### config.mk
export PLATFORM = sky130hd
export DESIGN_NAME = apb_reg_slave
export DESIGN_NICKNAME = d
export VERILOG_FILES = /design/src/rtl/apb_reg_slave.sv
export SDC_FILE = /design/constraint.sdc
export NUM_CORES = 1
export LEC_CHECK = 0
export ABC_AREA = 1
export CORE_MARGIN = 2
export CORE_UTILIZATION = 50
export CTS_BUF_LIST = sky130_fd_sc_hd__clkbuf_8 sky130_fd_sc_hd__clkbuf_16
export DETAILED_ROUTE_END_ITERATION = 16
export PLACE_DENSITY_LB_ADDON = 0.3
export SLEW_MARGIN = 20
export SYNTH_ARGS = -nofsm -noshare
export SYNTH_HDL_FRONTEND = slang
export SYNTH_SLANG_ARGS = --single-unit
### constraint.sdc
create_clock -name PCLK -period 1.8 [get_ports PCLK]
set_input_delay 0.18 -clock PCLK [delete_from_list [all_inputs] [get_ports PCLK]]
set_output_delay 0.18 -clock PCLK [all_outputs]
set_load 0.01 [all_outputs]
### src/rtl/apb_reg_slave.sv
// APB completer holding a bank of byte-strobed word registers; the top register is a read-only ID.
// Optional wait-state insertion is compiled in with the APB_SLV_WAIT_EN macro.
module apb_reg_slave #(
    parameter int                    PADDR_SIZE  = 16,
    parameter int                    PDATA_SIZE  = 32,
    parameter int                    NUM_REGS    = 8,
    parameter logic [PDATA_SIZE-1:0] ID_VALUE    = 'hA5B0_0001,
    parameter int                    WAIT_CYCLES = 2
) (
    input  logic                           PCLK,
    input  logic                           PRESETn,
    input  logic                           PSEL,
    input  logic                           PENABLE,
    input  logic [PADDR_SIZE-1:0]          PADDR,
    input  logic                           PWRITE,
    input  logic [PDATA_SIZE/8-1:0]        PSTRB,
    input  logic [PDATA_SIZE-1:0]          PWDATA,
    output logic [PDATA_SIZE-1:0]          PRDATA,
    output logic                           PREADY,
    output logic                           PSLVERR,
    output logic [NUM_REGS*PDATA_SIZE-1:0] reg_q,
    output logic [NUM_REGS-1:0]            wr_pulse
);

    localparam int BYTES = PDATA_SIZE / 8;
    localparam int AW    = $clog2(BYTES);
    localparam int IW    = $clog2(NUM_REGS);

    typedef enum logic {IDLE, ACCESS} state_t;

    state_t                  state_reg, state_next;
    logic [IW-1:0]           idx_reg;
    logic                    write_reg;
    logic [BYTES-1:0]        strb_reg;
    logic [PDATA_SIZE-1:0]   wdata_reg;
    logic                    err_reg;
    logic [PDATA_SIZE-1:0]   prdata_reg;
    logic [NUM_REGS-1:0]     wr_pulse_reg, wr_pulse_next;
    logic [PDATA_SIZE-1:0]   regs_reg [NUM_REGS-1];
    logic [PDATA_SIZE-1:0]   view [NUM_REGS];

    logic [IW-1:0] idx_c;
    logic          err_c, setup_c, complete_c, commit_c, pready_c;

    // Address decode on the live bus; only meaningful during setup.
    assign idx_c   = PADDR[AW +: IW];
    assign err_c   = ((PADDR & PADDR_SIZE'(BYTES - 1)) != '0)
                   || ({1'b0, PADDR} >= (PADDR_SIZE + 1)'(NUM_REGS * BYTES))
                   || (PWRITE && (idx_c == IW'(NUM_REGS - 1)));

    assign setup_c    = (state_reg == IDLE) && PSEL && !PENABLE;
    assign complete_c = (state_reg == ACCESS) && PSEL && PENABLE && pready_c;
    assign commit_c   = complete_c && write_reg && !err_reg;

    genvar gi;
    generate
        for (gi = 0; gi < NUM_REGS; gi++) begin : g_view
            if (gi < NUM_REGS - 1) begin : g_rw
                assign view[gi] = regs_reg[gi];
            end else begin : g_id
                assign view[gi] = ID_VALUE;
            end
            assign reg_q[gi*PDATA_SIZE +: PDATA_SIZE] = view[gi];
        end
    endgenerate

`ifdef APB_SLV_WAIT_EN
    logic [3:0] cnt_reg, cnt_next;

    assign pready_c = (state_reg == IDLE) || (cnt_reg == 4'd0);

    always_comb begin
        cnt_next = cnt_reg;
        if (setup_c) begin
            cnt_next = 4'(WAIT_CYCLES);
        end else if (state_reg == ACCESS) begin
            if (!PSEL)
                cnt_next = 4'd0;
            else if (PENABLE && (cnt_reg != 4'd0))
                cnt_next = cnt_reg - 4'd1;
        end
    end

    always_ff @(posedge PCLK or negedge PRESETn) begin
        if (!PRESETn)
            cnt_reg <= 4'd0;
        else
            cnt_reg <= cnt_next;
    end
`else
    assign pready_c = 1'b1;
`endif

    always_comb begin
        state_next = state_reg;
        PREADY     = pready_c;
        PSLVERR    = 1'b0;
        case (state_reg)
            IDLE: begin
                if (setup_c)
                    state_next = ACCESS;
            end
            ACCESS: begin
                PSLVERR = pready_c && err_reg;
                // A master dropping PSEL abandons the transfer without error.
                if (!PSEL || complete_c)
                    state_next = IDLE;
            end
            default: state_next = IDLE;
        endcase
    end

    always_comb begin
        wr_pulse_next = '0;
        if (commit_c)
            wr_pulse_next[idx_reg] = 1'b1;
    end

    always_ff @(posedge PCLK or negedge PRESETn) begin
        if (!PRESETn) begin
            state_reg    <= IDLE;
            idx_reg      <= '0;
            write_reg    <= 1'b0;
            strb_reg     <= '0;
            wdata_reg    <= '0;
            err_reg      <= 1'b0;
            prdata_reg   <= '0;
            wr_pulse_reg <= '0;
        end else begin
            state_reg    <= state_next;
            wr_pulse_reg <= wr_pulse_next;
            if (setup_c) begin
                idx_reg    <= idx_c;
                write_reg  <= PWRITE;
                strb_reg   <= PSTRB;
                wdata_reg  <= PWDATA;
                err_reg    <= err_c;
                prdata_reg <= (!PWRITE && !err_c) ? view[idx_c] : '0;
            end
        end
    end

    always_ff @(posedge PCLK or negedge PRESETn) begin
        if (!PRESETn) begin
            for (int r = 0; r < NUM_REGS - 1; r++)
                regs_reg[r] <= '0;
        end else if (commit_c) begin
            for (int r = 0; r < NUM_REGS - 1; r++) begin
                if (idx_reg == IW'(r)) begin
                    for (int b = 0; b < BYTES; b++) begin
                        if (strb_reg[b])
                            regs_reg[r][8*b +: 8] <= wdata_reg[8*b +: 8];
                    end
                end
            end
        end
    end

    assign PRDATA   = prdata_reg;
    assign wr_pulse = wr_pulse_reg;

endmodule

==> results.ini <==
[cts]
cts_root_buf=clkbuf_16
clock_path_buffers=3
cts_buffers=34
htree_levels=2
clkTransAtPathRegs_ns=0.06
cts_tree=yes
clock-sinks=306
clkLatencyLatePin_ns=0.52

[synth]
synthTopCellsByArea=dfrtp_1, nand2_1, nand3_1
synth_compound_area_frac=0.00857
synth_xor_area_frac=0
synth_warnings=0
syn_inst=1920
synth_async_sr_flop_share=1.00
netlist_area_um2=14300
ys_types=24
synth-seq-area-share=0.535
synth-simple-area-share=0.384
synth_edf_count=0
muxShareOfSynthArea=0
post-synth-top-area-cell=dfrtp_1
synth_seq_cells=306
synth_top_family_by_area=simple AND/OR/NAND/NOR gates
postSynthAreaPerCell_um2=7.45
yosysTopAreaCellShare=0.535
synthAdderAreaFrac=0
yosysMostFrequentCell=nand2_1
synth_flop_cell=dfrtp_1
netlist_top_cells_count=nand2_1, dfrtp_1, nand3_1

[run]
cap_violations=0

[final_layout]
nets=2343
largest_reg_flops=224
layout-drive-gt1-share=0.0913
syn_to_final_growth_pct=37.9
final_util=0.705

[power]
p_clk_frac=0.422
p_leak_uw=0.0101
max-vdd-ir-drop_mv=0.513
swShare=0.268
powerDensity_nw_per_um2=856
p_comb_frac=0.117
power_frac_seq=0.461
p_int_uw=12400
switching_power_uw=4530

[run_status]
status=finished, final reports clean

[placed_design]
portBuffers=321
gp_congestion=0.881
post-dp-hpwl_um=34300

[hold_path]
hold_start=PADDR[4]
hold_depth=3
min_path_type=primary input to flip-flop
min_to=idx_reg[2]$_DFFE_PN0P_

[route]
wirelength_um=50600
remaining_drc_errors=0
drtAntennaViolNets=0
drt_iter0_drc=1777
wl_per_cell_um=18.8
vias=14300
drtPass1Iterations=6
viasPerCell=5.33

[worst_setup_path]
endpoint_kind=flip-flop
critPathMaxFanout=8
reg2reg_depth=8
critPathKind=flip-flop to flip-flop
arrival_ns=2.19
crit_path_start_kind=flip-flop
r2r_start=state_reg$_DFF_PN0_
rrSetupSlack_ns=0.05
worstPathRequired_ns=2.25
r2r-end=reg_q[88]$_DFFE_PN0P_

[global_routing]
grt_pass1_vias=14200
grt_pass1_wl_um=78400
grt_max_degree=72
grt_usage=0.334
grt_overflow_total=0
antenna_found_initial=4

[timing]
tns_ns=0
fin_crit_sh=0.970
max_freq_mhz=573
maxSlewViolCount=0
period_minus_slack_ns=1.75
timing.hold.ws_ns=0.0408
hold_viol=0
clock_skew_ns=0.0154
setup_viol=0
grt_setup_unrepaired=yes

[floorplanning]
die_w_um=173
dieArea_um2=30000
ios=355
start_util=0.511
die_h_um=173
rows=61
core_area_um2=28000

==> through the flow <==
stage | power [uW] | instance area (um2) | instances | worst slack (ns)
global route | 17400 | 19700 | 2690 | -0.116
global placement | 9750 | 18500 | 2622 | -0.206
floorplan | 8710 | 14400 | 1951 | 0.403
finish | 16900 | 19700 | 2690 | 0.0548
CTS | 16900 | 19700 | 2686 | 0.00433
detailed placement | 9800 | 18500 | 2622 | -0.216
==> metal layers <==
metal	GRT usage	wire length (um)	vias to the layer above
li1	-	-	6470
met1	0.445	19700	6777
met2	0.529	23400	930
met3	0.0706	5360	166
met4	0.147	2070	4
met5	0	26	-
==> layout make-up <==
type | count | area, um2
clock buffer | 40 | 967
multi-input combinational | 1423 | 5800
sequential | 306 | 7660
fill | 2216 | 8280
antenna | 2 | 5.00
clock inverter | 20 | 183
inverter | 104 | 390
tap | 378 | 473
timing repair buffer | 417 | 4250
==> cell usage in the layout (no fill, tap or decap) <==
cell type / Yosys / routed
dfrtp_2: 0 / 1
clkinv_2: 0 / 8
nand3_2: 0 / 1
dfrtp_1: 306 / 305
buf_8: 0 / 1
clkdlybuf4s50_1: 0 / 316
nand4_2: 1 / 1
o21ai_0: 23 / 23
nor2_2: 2 / 4
clkinv_1: 5 / 5
nand4_1: 1 / 1
diode_2: 0 / 2
nor3_4: 5 / 6
inv_2: 2 / 4
buf_4: 34 / 69
inv_1: 97 / 99
nand2_2: 0 / 10
nand2_1: 1116 / 1106
nor3_2: 2 / 1
clkbuf_16: 0 / 37
or2_2: 17 / 17
bufinv_16: 0 / 3
buf_2: 14 / 3
nor2_1: 77 / 72
clkinvlp_4: 0 / 5
o21a_1: 1 / 1
nor3_1: 9 / 9
buf_12: 0 / 26
clkbuf_8: 0 / 3
conb_1: 2 / 33
dlymetal6s2s_1: 0 / 1
nor2_4: 8 / 11
nand3_1: 128 / 127
dlygate4sd3_1: 0 / 1
==> power by group through the flow <==
stage | logic [uW] | clock network (uW) | registers, uW
3_3_place_gp | 1880 | 0 | 7870
3_5_place_dp | 1930 | 0 | 7870
2_1_floorplan | 1080 | 0 | 7630
6_report | 1970 | 7130 | 7780
4_1_cts | 1960 | 7180 | 7750
5_1_grt | 2160 | 7460 | 7820
==> kinds of logic after synthesis <==
logic type	count (synthesis)
and+or+nand+nor	1366
other	2
AOI/OAI and AO/OA	24
DFF	306
buffers and inverters	222
==> worst max-delay path: stages, from the launching register on <==
cell     delay [ns]
dfrtp_1        0.39
buf_4          0.14
nand3_2        0.08
nor3_4         0.31
nand2_1        0.26
nor2_1         0.15
buf_4          0.20
nand2_1        0.08
nand2_1        0.07
==> worst max-delay path by stage <==
| stage | end | slack (ns) | depth (start not counted) | from |
|---|---|---|---|---|
| after floorplan | reg_q[192]$_DFFE_PN0P_ | 0.40 | 7 | idx_reg[0]$_DFFE_PN0P_ |
| after global placement | reg_q[48]$_DFFE_PN0P_ | -0.21 | 9 | PENABLE |
| after detailed placement | reg_q[8]$_DFFE_PN0P_ | -0.22 | 10 | PENABLE |
| after CTS | reg_q[40]$_DFFE_PN0P_ | 0.004 | 9 | idx_reg[1]$_DFFE_PN0P_ |
| after global routing | reg_q[15]$_DFFE_PN0P_ | -0.12 | 8 | state_reg$_DFF_PN0_ |
| final | reg_q[88]$_DFFE_PN0P_ | 0.05 | 8 | state_reg$_DFF_PN0_ |
==> what timing repair did <==
action                                  CTS  global route
resized for setup                         2            15
endpoints found under the setup margin   17           129
hold buffers                              1             0
endpoints found under the hold margin   218             0
pin swaps                                 0             3
setup buffers                             3             2
No activity file was read; power rests on OpenSTA's default activity.
